File: src/rtl/dist_filter_apb.sv
`default_nettype none
// ============================================================================
// Module   : dist_filter_apb
// Function : Distance-sample filter with a near/far hysteresis FSM, obstacle
//            flag and maskable interrupt behind an APB3 slave. Optional macro
//            DIST_FILTER_AVG_EN selects the 4-tap running average; otherwise
//            FILTERED is the last accepted sample.
// Revision : 1.0 - initial release
// ============================================================================
module dist_filter_apb #(
   parameter logic [31:0] NEAR_DEFAULT = 32'd15000,
   parameter logic [31:0] FAR_DEFAULT  = 32'd20000
) (
   input  logic        PCLK,
   input  logic        PRESERN,
   input  logic        PSEL,
   input  logic        PENABLE,
   input  logic        PWRITE,
   input  logic [31:0] PADDR,
   input  logic [31:0] PWDATA,
   output logic [31:0] PRDATA,
   output logic        PREADY,
   output logic        PSLVERR,
   input  logic [31:0] dist_in,
   input  logic        dist_valid,
   output logic        obstacle,
   output logic        irq
);

   localparam logic [0:0] C_ST_CLEAR = 1'b0;
   localparam logic [0:0] C_ST_NEAR  = 1'b1;

   localparam logic [7:0] C_A_CTRL   = 8'h00;
   localparam logic [7:0] C_A_NEAR   = 8'h04;
   localparam logic [7:0] C_A_FAR    = 8'h08;
   localparam logic [7:0] C_A_FILT   = 8'h0C;
   localparam logic [7:0] C_A_STATUS = 8'h10;

`ifdef DIST_FILTER_AVG_EN
   localparam logic [2:0] C_FILL_MAX = 3'd4;
`else
   localparam logic [2:0] C_FILL_MAX = 3'd1;
`endif

   logic        en_q, irq_en_q, eval_q, irq_pend_q, irq_pend_d;
   logic [31:0] thr_near_q, thr_far_q;
   logic [2:0]  fill_q;
   logic [0:0]  state_q, state_d;
   logic [31:0] w_filtered;
   logic        w_win_full, w_wr, w_accept, w_disable;
   logic [7:0]  w_addr;
   logic        w_unused;

   assign w_addr    = PADDR[7:0];
   assign w_unused  = &{1'b0, PADDR[31:8]};
   assign w_wr      = PSEL & PENABLE & PWRITE;
   assign w_accept  = dist_valid & en_q;
   // Only a 1->0 transition of enable flushes the filter and FSM.
   assign w_disable = w_wr && (w_addr == C_A_CTRL) && !PWDATA[0] && en_q;
   assign w_win_full = (fill_q == C_FILL_MAX);

`ifdef DIST_FILTER_AVG_EN
   logic [3:0][31:0] win_q;
   logic [33:0]      sum_q;

   always_ff @(posedge PCLK) begin
      if (!PRESERN || w_disable) begin
         win_q <= '0;
         sum_q <= '0;
      end else if (w_accept) begin
         sum_q <= sum_q + {2'b00, dist_in} - {2'b00, win_q[3]};
         win_q <= {win_q[2:0], dist_in};
      end
   end

   assign w_filtered = sum_q[33:2];
`else
   logic [31:0] last_q;

   always_ff @(posedge PCLK) begin
      if (!PRESERN || w_disable) begin
         last_q <= '0;
      end else if (w_accept) begin
         last_q <= dist_in;
      end
   end

   assign w_filtered = last_q;
`endif

   // eval_q marks the cycle after an accepted sample, when FILTERED is fresh.
   always_comb begin
      state_d = state_q;
      if (eval_q && w_win_full) begin
         if (state_q == C_ST_CLEAR && w_filtered < thr_near_q) begin
            state_d = C_ST_NEAR;
         end else if (state_q == C_ST_NEAR && w_filtered > thr_far_q) begin
            state_d = C_ST_CLEAR;
         end
      end
      irq_pend_d = irq_pend_q;
      if (w_wr && w_addr == C_A_STATUS && PWDATA[1]) begin
         irq_pend_d = 1'b0;
      end
      if (state_d != state_q) begin
         irq_pend_d = 1'b1;
      end
   end

   always_ff @(posedge PCLK) begin
      if (!PRESERN) begin
         en_q       <= 1'b0;
         irq_en_q   <= 1'b0;
         thr_near_q <= NEAR_DEFAULT;
         thr_far_q  <= FAR_DEFAULT;
         fill_q     <= 3'd0;
         state_q    <= C_ST_CLEAR;
         eval_q     <= 1'b0;
         irq_pend_q <= 1'b0;
      end else begin
         if (w_wr && w_addr == C_A_CTRL) begin
            en_q     <= PWDATA[0];
            irq_en_q <= PWDATA[1];
         end
         if (w_wr && w_addr == C_A_NEAR) begin
            thr_near_q <= PWDATA;
         end
         if (w_wr && w_addr == C_A_FAR) begin
            thr_far_q <= PWDATA;
         end
         irq_pend_q <= irq_pend_d;
         if (w_disable) begin
            fill_q  <= 3'd0;
            state_q <= C_ST_CLEAR;
            eval_q  <= 1'b0;
         end else begin
            eval_q  <= w_accept;
            state_q <= state_d;
            if (w_accept && fill_q != C_FILL_MAX) begin
               fill_q <= fill_q + 3'd1;
            end
         end
      end
   end

   assign obstacle = (state_q == C_ST_NEAR);
   assign irq      = irq_pend_q & irq_en_q;
   assign PREADY   = 1'b1;
   assign PSLVERR  = 1'b0;

   // STATUS fill field is 2 bits wide; a full 4-deep window reads 0 there.
   always_comb begin
      PRDATA = 32'd0;
      if (PSEL) begin
         case (w_addr)
            C_A_CTRL:   PRDATA = {30'd0, irq_en_q, en_q};
            C_A_NEAR:   PRDATA = thr_near_q;
            C_A_FAR:    PRDATA = thr_far_q;
            C_A_FILT:   PRDATA = w_filtered;
            C_A_STATUS: PRDATA = {27'd0, fill_q[1:0], w_win_full, irq_pend_q, obstacle};
            default:    PRDATA = 32'd0;
         endcase
      end
   end

endmodule
`default_nettype wire

File: config.mk
export PLATFORM = sky130hd
export DESIGN_NAME = dist_filter_apb
export DESIGN_NICKNAME = d
export VERILOG_FILES = /design/src/rtl/dist_filter_apb.sv
export SDC_FILE = /design/constraint.sdc
export NUM_CORES = 1
export LEC_CHECK = 0
export BUFFER_PORTS_ARGS = -buffer_cell sky130_fd_sc_hd__buf_2
export CELL_PAD_IN_SITES_DETAIL_PLACEMENT = 1
export CELL_PAD_IN_SITES_GLOBAL_PLACEMENT = 1
export CORE_MARGIN = 2
export CORE_UTILIZATION = 42
export DETAILED_ROUTE_END_ITERATION = 6
export PLACE_DENSITY_LB_ADDON = 0.1
export SLEW_MARGIN = 20
export SYNTH_ARGS = -nofsm -noshare
export SYNTH_HDL_FRONTEND = slang
export SYNTH_SLANG_ARGS = --single-unit
File: constraint.sdc
create_clock -name PCLK -period 3.1 [get_ports PCLK]
set_input_delay 0.155 -clock PCLK [delete_from_list [all_inputs] [get_ports PCLK]]
set_output_delay 0.155 -clock PCLK [all_outputs]
set_load 0.05 [all_outputs]
# After elaboration in Yosys (flattened, before gate mapping)
# Cells that the tools add are included.
[word_totals]
reg_bits = 104
latchBits = 0
ramBits = 0
romBits = 0
in_bits = 102
output_inout_bits = 36
elab_cells = 49
mem_count = 0
[op_classes]
addsub = 1
n_mul = 0
div = 0
n_lt_le_gt_ge = 2
eq_ne = 7
shifts = 0
muxes = 7
bitwise = 6
n_reduce_logical = 17
[op_table]
columns = ["cell", "count"]
rows = [
  ["case mux 32 bit (5 select lines)", 1],
  ["> comparator 32 bit", 1],
  ["less-than comparator 32 bit", 1],
  ["2-to-1 mux 32 bit", 1],
  ["== test 8 x 4 -> 1 bit (second input constant)", 2],
  ["logical AND 1 bit", 11],
  ["== test 8 x 3 -> 1 bit (second input constant)", 1],
  ["== test 8 x 5 -> 1 bit (second input constant)", 1],
  ["logical NOT 8 bit", 1],
  ["2-to-1 mux 1 bit", 5],
  ["bitwise AND 1 bit", 4],
  ["adder 3 x 1 -> 3 bit (second input constant)", 1],
  ["== test 3 x 1 -> 1 bit (second input constant)", 1],
  ["!= test 3 x 1 -> 1 bit (second input constant)", 1],
  ["logical NOT 1 bit", 2],
  ["inverter 1 bit", 2],
  ["nonzero test 2 bit", 1],
  ["OR reduction 2 bit", 1],
  ["logical OR 1 bit", 1],
  ["!= test 1 bit", 1],
]

# Depth between registers and ports, before layout
# Gate-level depths: netlist (run 1).
[logic_depth]
word_depth = 7
mapped_depth = 8
ltp_nobuf = 8

# Worst setup path before layout (run 1)
# Ideal clock, no wire load.
[synth_path]
path_type = "input to output"
start = "input port PADDR[3]"
end = "output port PRDATA[2]"
arrival_ns = 1.834
t_required_ns = 2.945
setup_slack_ns = 1.111
stages = 8
path_buffers = 3
cell_sequence = "clkbuf_1 > nor2b_1 > clkbuf_1 > clkbuf_1 > a22oi_1 > nor2_1 > a31oi_1 > nor2_1"
[synth_between]
elab_chain_cells = 3
word_cells_on_any_way = 7
classes_between = "4 x eq/ne; 2 x mux; 1 x reduce/logical"
[synth_lines]
columns = ["item", "line_no", "source"]
rows = [
  ["start, declared", "19", "input logic [31:0] PADDR,"],
  ["== test 8 x 5 -> 1 bit, or another cell as far along", "155", "case (w_addr)"],
  ["case mux 32 bit (5 select lines) (*)", "155", ""],
  ["2-to-1 mux 32 bit (*)", "154", "if (PSEL) begin"],
  ["end, declared", "21", "output logic [31:0] PRDATA,"],
]
# Every way passes the cells marked *; elsewhere a longest branch is shown, timed or not.

# Worst setup path after layout (run 1)
[layout_path]
start = "register thr_far_q[13]"
end = "register irq_pend_q"
[layout_between]
elab_chain_cells = 7
word_cells_on_any_way = 8
classes_between = "1 x order compare; 1 x eq/ne; 4 x mux; 2 x reduce/logical"
[layout_lines]
columns = ["item", "line_no", "source"]
rows = [
  ["start, declared", "46", "logic [31:0] thr_near_q, thr_far_q;"],
  ["start signal, assigned", "115", "thr_far_q <= FAR_DEFAULT;"],
  ["start signal, assigned", "129", "thr_far_q <= PWDATA;"],
  ["> comparator 32 bit (*)", "97", "end else if (state_q == C_ST_NEAR && w_filtered > thr_far_q) begin"],
  ["logical AND 1 bit (*)", "97", ""],
  ["2-to-1 mux 1 bit (*)", "97", ""],
  ["2-to-1 mux 1 bit (*)", "95", "if (state_q == C_ST_CLEAR && w_filtered < thr_near_q) begin"],
  ["2-to-1 mux 1 bit (*)", "94", "if (eval_q && w_win_full) begin"],
  ["!= test 1 bit (*)", "105", "if (state_d != state_q) begin"],
  ["2-to-1 mux 1 bit / nonzero test 2 bit (equally long branches)", "--", ""],
  ["end signal, assigned", "131", "irq_pend_q <= irq_pend_d;"],
  ["end, declared", "45", "logic en_q, irq_en_q, eval_q, irq_pend_q, irq_pend_d;"],
]
# Marks and branches as above.
# A chain may end at the register's enable or synchronous reset.

==> impl_results.md, run 1 <==
* Hold Buf Count CTS at 0
* Post-Synthesis Cells at 846
* Mapped Area at 6230 um^2
* Layout cell share with drive strength beyond 1 at 15.5%
* Fin crit share at 72.9%
* Die footprint at 15,800 um^2
* Met2 usage at 45.6%
* Min-delay src: dist_in[17]
* Initial antenna violation count at 0
* Fin Setup TNS at 0 ps
* Placer Congestion at 0.852
* PostCTS Resize Cnt at 0
* Type of the tightest min-delay check: input port to flop
* Initial core utilization at 42.9%
* 1st-iter DRT viols at 300
* Vias at 6,167
* Setup crit start kind: flop
* Vias in the first global route at 6,612
* Dpl cell area at 6930 um^2
* YS warnings at 0
* DIE HEIGHT at 126 um
* Minimum clock period at 2260 ps
* # placed instances at 1,107
* Dominant cell type by area after synthesis: dfxtp_1
* WS Path Type: flop to flop
* Setup Buffers After CTS at 0
* Finished Layout Cells at 1,123
* Most common cell after layout, fill and taps aside: nand2_1
* Top post-synthesis cells by area: dfxtp_1, nand2_1, ha_1
* Largest net degree at the start of global routing at 67
* Fin area at 7220 um^2
* CTS tree: built
* RSZ-0062 raised after global routing: false
* H-tree level count at 3
* Max Cap Violations at 0
* Post-Syn Area per Cell at 7.37 um^2
* Clock-pin slew on the worst setup and hold paths at 70 ps
* Area of the multi-input gates at 3670 um^2
* Top-area cell type share of the netlist area at 33.4%
* P_leak at 2.85 nW
* Yosys reg bits at 104
* RR Startpoint: thr_far_q[13]$_SDFFE_PN0P_
* Remaining DRCs at 0
* M3 GR Usage at 3.61%
* Via density at 5.49
* Average routed wire per standard cell at 18.0 um
* Fill cells at 1,906
* CP endpoint kind: flop
* Maximum vdd drop at 0.242 mV
* Layout Skew at 6.71 ps
* Register area share after synthesis at 33.4%
* IO Count at 138
* Die width at 126 um
* Clock sink count at 104
* Max-slew violations at 0
* Top Usage Layer GRT: met2
* GRT Overall Usage at 26.1%
* Core ar. at 14,500 um^2
* Worst flop-to-flop path endpoint: irq_pend_q$_SDFFE_PN0P_
* Area Overhead vs Synth at 15.9%
* Clock Path Buffers at 2
* Overflow after GRT at 0
* Final Hold Viols at 0
* Slew margin rel. at 49.8%
* Port bufs at 111
* GR Util met1 at 33.5%
* Hold Crit Depth at 3
* Final setup fails at 0
* Register area at 2080 um^2
* Fin nets at 1,101
* Outcome: complete, no violations
* Antenna cells at 0
* Row count at 44
* Detailed-route wire length at 20,200 um
* Global-route wire length before repair at 33,300 um
* Pwr per Cell Area at 366 nW/um^2
* Later-pin clock latency in the skew report at 360 ps
* ANT nets after route at 0
* Hold endpoint: last_q[17]$_SDFFE_PP0P_
* Required @ worst endpoint at 3330 ps
* Post-synth cell types at 43
* Mapped Nets at 1,013
* Worst-margin pin slew at 751 ps
* Max Freq at 0.442 GHz
* Dpl hpwl at 14,800 um
* First-pass detailed-route iteration total at 5
* Worst endpoint data arrival time at 2490 ps
* R2R Setup Slk at 840 ps
* R2r worst-path depth at 8
* Most frequent cells in the layout: nand2_1, buf_2, dfxtp_1
* Crit path max fanout at 4
* CTS buffer count at 9
* CTS root buf: clkbuf_16
-- synthesized netlist by cell type (all sizes together) --
cell	number
a21oi	56
nand3	8
or4	3
nand4	12
nand3b	1
and2	5
o21ai	44
xnor2	1
and3	1
nor2	55
inv	67
a21o	1
a211oi	4
o22ai	1
nand2	228
buf	11
o211ai	16
ha	65
nor3	5
a221oi	3
clkbuf	40
nand2b	4
o2bb2ai	1
mux2	1
o41ai	2
nor2b	3
a222oi	2
a31oi	7
conb	2
o22a	1
a2111o	2
o21bai	1
o311a	1
dfxtp	104
and3b	1
a22oi	30
a21boi	55
and4	2
-- how the worst max path moves through the flow --
stage	to	startpoint	cells after the start	slack, ps
global placement	obstacle$_SDFF_PP0_	PADDR[1]	8	820
CTS	irq_pend_q$_SDFFE_PN0P_	thr_far_q[13]$_SDFFE_PN0P_	8	820
finish	irq_pend_q$_SDFFE_PN0P_	thr_far_q[13]$_SDFFE_PN0P_	8	840
floorplan	PRDATA[2]	PADDR[3]	8	1110
detailed placement	obstacle$_SDFF_PP0_	PADDR[1]	8	760
global route	irq_pend_q$_SDFFE_PN0P_	thr_far_q[13]$_SDFFE_PN0P_	8	610
-- layer usage --
layer	vias to the layer above	wire length [um]
met4	0	320
met5	-	0
met1	2974	8900
met3	20	1040
li1	3036	-
met2	137	9990
-- state kept, by name, indices dropped and copies added, names as in the netlist --
name,cells
last_q,32
thr_far_q,32
thr_near_q,32
fill_q,3
en_q,1
eval_q,1
irq_en_q,1
irq_pend_q,1
obstacle,1
-- cells by family after synthesis --
group | count (synthesis) | synth area share (%)
flops | 104 | 33.4
mux | 1 | 0.181
xor+xnor | 1 | 0.141
buf+inv | 118 | 7.65
compound gates | 227 | 23.9
simple gates | 328 | 21.6
fa+ha+maj | 65 | 13.1
other cells | 2 | 0.121
-- report_power, final --
group / internal (mW) / total [mW] / switching [mW]
registers: 1.33 / 1.34 / 0.000286
logic: 0.0601 / 0.158 / 0.0980
clock network: 0.612 / 1.15 / 0.538
total: 2.01 / 2.64 / 0.636
-- area by class of cell --
| type | count | area share (%) |
|---|---|---|
| Multi-Input combinational cell | 624 | 50.9 |
| Sequential cell | 104 | 28.8 |
| Timing Repair Buffer | 128 | 9.63 |
| Clock buffer | 14 | 3.79 |
| Inverter | 67 | 3.48 |
| Tap cell | 184 | 3.19 |
| Clock inverter | 2 | 0.173 |
-- worst max-delay path, cell delays in order (launching register included) --
cell and delay [ps]:
dfxtp_1 340, inv_1 70, ha_1 320, nand4_1 200, or4_1 630, o21bai_1 150
o22ai_1 110, o21ai_0 200, o211ai_1 110
-- metrics by stage --
| stage | util [%] | worst slack [ps] | power [mW] | hold WS, ps |
|---|---|---|---|---|
| 6_report | 49.7 | 840 | 2.64 | 27.8 |
| 5_1_grt | 49.7 | 611 | 2.71 | 38.7 |
| 4_1_cts | 49.7 | 823 | 2.66 | 23.5 |
| 3_5_place_dp | 47.7 | 761 | 1.52 | 405 |
| 3_3_place_gp | 47.7 | 818 | 1.52 | 394 |
| 2_1_floorplan | - | 1110 | 1.44 | 288 |
Power figures use the tool's default switching activity.
==> inputs of run 2 (changes only) <==
- CORE_UTILIZATION: 42 -> 36
- clock period: 3.1 -> 2.03 ns (I/O delays scaled with it)
==> run 2 against run 1 <==
Global-route usage shrank 0.94 points. Worst setup slack got worse by 840 ps. Via count rose by 8.8%. Sequential share of layout area is 3.8 points lower. Final area rose by 16%. Total power up 58%. Critical endpoint unchanged.
==> impl_results.md, run 2 (same netlist as run 1, synthesis figures left out) <==
* ANT nets after route at 0 (unchanged)
* Type of the tightest min-delay check: input port to flop
* Crit path max fanout at 3 (-1)
* Layout cell share with drive strength beyond 1 at 25.0% (+9.5 points)
* Maximum vdd drop at 0.433 mV (+79%)
* Die footprint at 18,400 um^2 (+16%)
* Clock-pin slew on the worst setup and hold paths at 80 ps (about the same)
* Port bufs at 111 (unchanged)
* Detailed-route wire length at 22,900 um (+13%)
* CP startpoint: thr_far_q[27]$_SDFFE_PN0P_
* H-tree level count at 3 (unchanged)
* Max Freq at 0.494 GHz (+12%)
* RSZ-0062 raised after global routing: true
* Area Overhead vs Synth at 34.8%
* Clock power frac at 43.6% (about the same)
* IO Count at 138 (unchanged)
* CP max-delay cell: or4_4
* Die width at 136 um (+7.8%)
* CP endpoint kind: flop
* GRT Overall Usage at 25.1% (-0.94 points)
* Initial antenna violation count at 1 (+1)
* Average routed wire per standard cell at 18.1 um (+0.50%)
* Vias in the first global route at 7,063 (+6.8%)
* Max Cap Violations at 0 (unchanged)
* Overflow after GRT at 0 (unchanged)
* Remaining DRCs at 0 (unchanged)
* Final setup fails at 0 (unchanged)
* Most frequent cells in the layout: nand2_1, buf_2, dfxtp_1
* CP delay by family, top: simple AND/OR/NAND/NOR gates
* Global-route wire length before repair at 36,000 um (+8.2%)
* CTS buffer count at 9 (unchanged)
* Minimum hold slack at 5.29 ps (-22.5 ps)
* Required @ worst endpoint at 2260 ps (-1070 ps)
* Fin area at 8400 um^2 (+16%)
* Dpl hpwl at 16,300 um (+9.9%)
* DIE HEIGHT at 136 um (+7.8%)
* Via density at 5.32 (-3.2%)
* Core ar. at 17,100 um^2 (+18%)
* Layout Skew at 4.86 ps (-1.86 ps)
* Internal power at 3.14 mW (+57%)
* Row count at 48 (+9.1%)
* 1st-iter DRT viols at 285 (-5.0%)
* Clock Path Buffers at 2 (unchanged)
* Fill cells at 2,162 (+13%)
* Initial core utilization at 36.4% (-6.5 points)
* Fin crit share at 99.8% (+27 points)
* WS Path Type: flop to flop
* Vias at 6,712 (+8.8%)
* Later-pin clock latency in the skew report at 360 ps (about the same)
* Slew margin rel. at 60.9% (+11 points)
* NetSw at 1.03 mW (+62%)
* Most common cell after layout, fill and taps aside: nand2_1
* Worst endpoint data arrival time at 2260 ps (-230 ps)
* Buf/Inv on CP at 1 (unchanged)
* CTS tree: built
* Comb power frac at 7.5% (+1.5 points)
* CP cell instances: inv_2 -> ha_4 -> nand4_1 -> or4_4 -> o21bai_1 -> o22ai_1 -> o21ai_1 -> o211ai_1
* Sequential power share at 48.9% (-1.6 points)
* Switching share of power at 24.7% (+0.59 points)
* Outcome: complete, no violations
* First-pass detailed-route iteration total at 4 (-1)
* Final Hold Viols at 0 (unchanged)
* Fin nets at 1,198 (+8.8%)
* Largest net degree at the start of global routing at 46 (-31%)
* CTS root buf: clkbuf_16
* Worst-margin pin slew at 587 ps (-164 ps)
* RR Startpoint: thr_far_q[27]$_SDFFE_PN0P_
* Min-delay src: PWDATA[17]
* Setup crit start kind: flop
* Slowest cell delay on critical path at 540 ps (-90 ps)
* Max-slew violations at 0 (unchanged)
* Largest regs: last_q: 32 flops, thr_far_q: 32 flops, thr_near_q: 32 flops
* Clock sink count at 104 (unchanged)
* Pwr per Cell Area at 497 nW/um^2 (+36%)
* Placer Congestion at 0.887 (+4.0%)
* Minimum clock period at 2030 ps (-235 ps)
* P_leak at 3.35 nW (+17%)
* Dpl cell area at 7430 um^2 (+7.2%)
[run 2: cell types whose count changed in the layout (fill, tap and decap cells not counted), sizes merged, moves of 2 or more]
cell / delta
buf: +61
clkbuf: -5
clkinvlp: +2
dlygate4sd3: +36
[run 2: metrics by stage]
stage | power [mW] | std cells | setup WS [ps] | utilization (%) | TNS (ps)
2_1_floorplan | 2.20 | 846 | 92.5 | - | 0
3_3_place_gp | 2.34 | 1204 | -122 | 43.4 | -208
3_5_place_dp | 2.34 | 1204 | -212 | 43.4 | -357
4_1_cts | 4.20 | 1260 | 0.222 | 47.9 | 0
5_1_grt | 4.32 | 1262 | -125 | 49.1 | -216
6_report | 4.17 | 1262 | 4.25 | 49.1 | 0
[run 2: cell type report]
cell class                 instances  area (um^2)  area share, %
multi-input combinational        624         3930           46.8
sequential                       104         2100           25.0
antenna                            1         2.50         0.0298
clock buffer                       9          225           2.68
timing repair buffer             225         1540           18.3
inverter                          67          251           2.99
tap                              225          282           3.35
clock inverter                     7         71.3          0.849
[run 2: routing by layer]
metal,part of all wire [%],track usage (%),wire length [um],vias to the layer above
met1,45,32.0,10300,3269
met3,4.3,2.81,988,33
met5,0,0,0,-
met2,49,44.0,11200,169
li1,-,-,-,3241
met4,1.9,8.74,423,0
[run 2: what timing repair did]
action | in CTS | in global routing
pin swaps | 11 | 19
hold buffers | 36 | 0
setup endpoints to repair | 2 | 2
gates resized for setup | 21 | 33
setup buffers | 4 | 1
endpoints found under the hold margin | 43 | 0
[run 2: power by group through the flow]
stage / clock, mW / combinational, mW / sequential [mW]
floorplan: 0 / 0.115 / 2.09
global placement: 0 / 0.253 / 2.09
detailed placement: 0 / 0.257 / 2.09
CTS: 1.85 / 0.312 / 2.04
global route: 1.95 / 0.336 / 2.04
finish: 1.82 / 0.314 / 2.04
[run 2: tightest hold or removal path, cell delays in order]
cell and delay (ps):
buf_2 110, nand2_1 50, a21boi_0 60
[run 2: worst paths after layout]
path / endpoint / slack, ps / depth (start not counted)
max: irq_pend_q$_SDFFE_PN0P_ / 4 / 8
min: thr_far_q[17]$_SDFFE_PN0P_ / 5 / 3
max reg2reg: irq_pend_q$_SDFFE_PN0P_ / 4 / 8
min reg2reg: thr_far_q[21]$_SDFFE_PN0P_ / 470 / 2
==> inputs of run 3 (changes only) <==
- ABC_AREA: unset -> 1
- CTS_BUF_LIST: unset -> sky130_fd_sc_hd__clkbuf_4 sky130_fd_sc_hd__clkbuf_8
==> run 3 against run 2 <==
Die area fell by 1.8%. Non-clock buffer count fell by 27. Maximum frequency rose by 2.9%. Final cell count fell by 1.3%. Critical path type unchanged. Largest cell class unchanged. Core utilization fell by 1.2 points. Sequential cell count did not move.
==> impl_results.md, run 3 <==
* Outcome: complete, no violations
* Top cell by count, worst path: nand2_1
* YS warnings at 0 (unchanged)
* Clock power frac at 37.0% (-6.6 points)
* Pwr per Cell Area at 470 nW/um^2 (-5.3%)
* Max Cap Violations at 0 (unchanged)
* Max Freq at 0.508 GHz (+2.9%)
* WS Path Type: flop to flop
* Initial antenna violation count at 0 (-1)
* Overflow after GRT at 0 (unchanged)
* RSZ-0062 raised after global routing: true
* Via density at 5.17 (-2.9%)
* Layout Skew at 12.3 ps (+7.45 ps)
* Initial core utilization at 36.9% (+0.47 points)
* IO Count at 138 (unchanged)
* Fin Setup TNS at 0 ps (unchanged)
* Worst slack, placed at -32.6 ps (+179 ps)
* Vias at 6,437 (-4.1%)
* Worst endpoint data arrival time at 2240 ps (-20 ps)
* H-tree level count at 3 (unchanged)
* Fin nets at 1,187 (-0.92%)
* Final setup fails at 0 (unchanged)
* Final Hold Viols at 0 (unchanged)
* Clock-pin slew on the worst setup and hold paths at 110 ps (+30 ps)
* Vias in the first global route at 6,696 (-5.2%)
* Mapped Nets at 1,024 (+1.1%)
* Area Overhead vs Synth at 29.8%
* Post-Synthesis Cells at 857 (+1.3%)
* Dpl hpwl at 15,000 um (-8.0%)
* Port bufs at 111 (unchanged)
* Average routed wire per standard cell at 16.9 um (-6.4%)
* EDFF count, synth at 0 (unchanged)
* Minimum clock period at 1970 ps (-56.5 ps)
* 1st-iter DRT viols at 215 (-25%)
* CTS buffer count at 9 (unchanged)
* Comb power frac at 8.3% (+0.8 points)
* Internal power at 2.82 mW (-10%)
* Area of the multi-input gates at 3400 um^2 (-13%)
* Core ar. at 16,600 um^2 (-3.1%)
* ANT nets after route at 0 (unchanged)
* CP endpoint kind: flop
* Top_reg_cell synth: dfxtp_1
* Crit path max fanout at 3 (unchanged)
* Ys async rst share at 0% (unchanged)
* Setup crit start kind: flop
* Later-pin clock latency in the skew report at 390 ps (+30 ps)
* NetSw at 0.914 mW (-11%)
* Max-slew violations at 0 (unchanged)
* CP max-delay cell: dfxtp_2
* Yosys reg bits at 104 (unchanged)
* P_leak at 3.58 nW (+6.9%)
* Die width at 134 um (-0.91%)
* Post-synth top cells: a21oi_1, nand2_1, inv_1, dfxtp_1, nor2_1
* First-pass detailed-route iteration total at 4 (unchanged)
* Register area at 2090 um^2 (-0.30%)
* CP delay by family, top: simple AND/OR/NAND/NOR gates
* Row count at 47 (-2.1%)
* Top-area cell type share of the netlist area at 34.0% (+0.64 points)
* Top post-synthesis cells by area: dfxtp_1, ha_1, a21oi_1
* Layout cell share with drive strength beyond 1 at 18.3% (-6.7 points)
* Register area share after synthesis at 34.0% (+0.64 points)
* Global-route wire length before repair at 34,000 um (-5.6%)
* Largest net degree at the start of global routing at 37 (-20%)
* Post-synth cell types at 34 (-21%)
* Most frequent cells in the layout: a21oi_1, nand2_1, inv_1
* Type of the tightest min-delay check: input port to flop
* Detailed-route wire length at 21,100 um (-7.6%)
* Mapped Area at 6110 um^2 (-1.9%)
* Clock Path Buffers at 2 (unchanged)
* CTS root buf: clkbuf_8
* Final Total Pwr at 3.73 mW (-11%)
* CTS tree: built
* CP cell instances: inv_1 -> ha_1 -> nand2_1 -> nor2_2 -> nand2_2 -> nor4_4 -> buf_4 -> nand2_1 -> nand2_2 -> nand3_1 -> nand2_1 -> nand2_1 -> nand2_1 -> nor2_1
* Required @ worst endpoint at 2300 ps (+40 ps)
* Slowest cell delay on critical path at 370 ps (-170 ps)
* Dominant cell type by area after synthesis: dfxtp_1
* Maximum vdd drop at 0.242 mV (-44%)
* Placer Congestion at 0.884 (-0.30%)
* Fill cells at 2,119 (-2.0%)
* GRT Overall Usage at 23.7% (-1.4 points)
* Most frequent cell after synthesis: a21oi_1
* DIE HEIGHT at 134 um (-0.91%)
* Final Worst Setup Slack at 60.8 ps (+56.5 ps)
* Sequential power share at 54.7% (+5.8 points)
* Switching share of power at 24.5% (-0.17 points)
* Clock sink count at 104 (unchanged)
* Remaining DRCs at 0 (unchanged)
* Fin crit share at 97.0% (-2.8 points)
* Die footprint at 18,000 um^2 (-1.8%)
* Post-Syn Area per Cell at 7.13 um^2 (-3.1%)
* Buf/Inv on CP at 2 (+1)
* Largest regs: last_q: 32 flops, thr_far_q: 32 flops, thr_near_q: 32 flops
* Most common cell after layout, fill and taps aside: a21oi_1
## run 3: cell count changes after synthesis, moves of 9 or more
cell and change:
a21boi_0 -55, buf_2 +9, a22oi_1 -30, o21ai_0 -30, o22ai_1 +19, nor2_1 +17, clkbuf_1 -15, a21oi_1 +78
o21ai_1 +47, nand2_1 -100, nand3_1 +35, inv_1 +52
## run 3: cell families after synthesis
group / Yosys count / share of synthesized area, %
other: 2 / 0.123
AND/OR/NAND/NOR: 268 / 18.6
AO/OA/AOI/OAI: 249 / 22.6
adder cells (fa/ha/maj): 65 / 13.3
buffers and inverters: 169 / 11.3
flip-flops: 104 / 34.0
## run 3: final timing paths
kind | start | to | slack [ps] | cells after the start
worst max-delay path | thr_far_q[25]$_SDFFE_PN0P_ | obstacle$_SDFF_PP0_ | 60 | 14
worst min register to register | thr_near_q[4]$_SDFFE_PN1P_ | thr_near_q[4]$_SDFFE_PN1P_ | 490 | 2
worst max register to register | thr_far_q[25]$_SDFFE_PN0P_ | obstacle$_SDFF_PP0_ | 60 | 14
worst min-delay path | PWDATA[31] | thr_far_q[31]$_SDFFE_PN0P_ | 6 | 3
## run 3: area by class of cell
cell class                 instances  area share, %
multi-input combinational        584           42.9
sequential                       104           26.4
timing repair buffer             198           18.9
inverter                         123           5.85
tap                              220           3.47
clock buffer                      11           1.83
clock inverter                     5          0.710
antenna                            1         0.0315
## run 3: timing repair
action                                  4_1_cts  5_1_grt
endpoints found under the setup margin       16       28
pin swaps                                     1        6
hold endpoints to repair                     84        0
hold buffers                                 59        0
setup buffers                                 0        3
gates resized for setup                       1       21
## run 3: through the flow
stage	util [%]	std cells	hold slack, ps	area (um^2)
after floorplan	-	857	232	6110
after global placement	42.5	1167	334	7050
after detailed placement	42.5	1167	349	7050
after CTS	47.3	1242	0.813	7850
after global routing	47.8	1245	17.3	7930
final	47.8	1246	6.05	7940
## run 3: power by group through the flow
stage          logic (mW)  clock network (mW)  registers, mW
3_3_place_gp        0.211                   0           2.09
2_1_floorplan      0.0917                   0           2.09
6_report            0.310                1.38           2.04
4_1_cts             0.305                1.41           2.04
5_1_grt             0.334                1.49           2.04
3_5_place_dp        0.217                   0           2.09
## run 3: per-layer routing
metal,GRT usage (%),routed length [um],vias up
li1,-,-,3191
met1,29.1,9420,3115
met2,44.0,10900,111
met3,2.23,545,20
met4,6.49,257,0
met5,0,0,-
## run 3: worst reg2reg max path: cells and delay by family (launching register included)
family | cells | cell delay [ps]
adder cells (fa/ha/maj) | 1 | 290
buffers and inverters | 2 | 210
flip-flops | 1 | 370
AND/OR/NAND/NOR | 11 | 1010
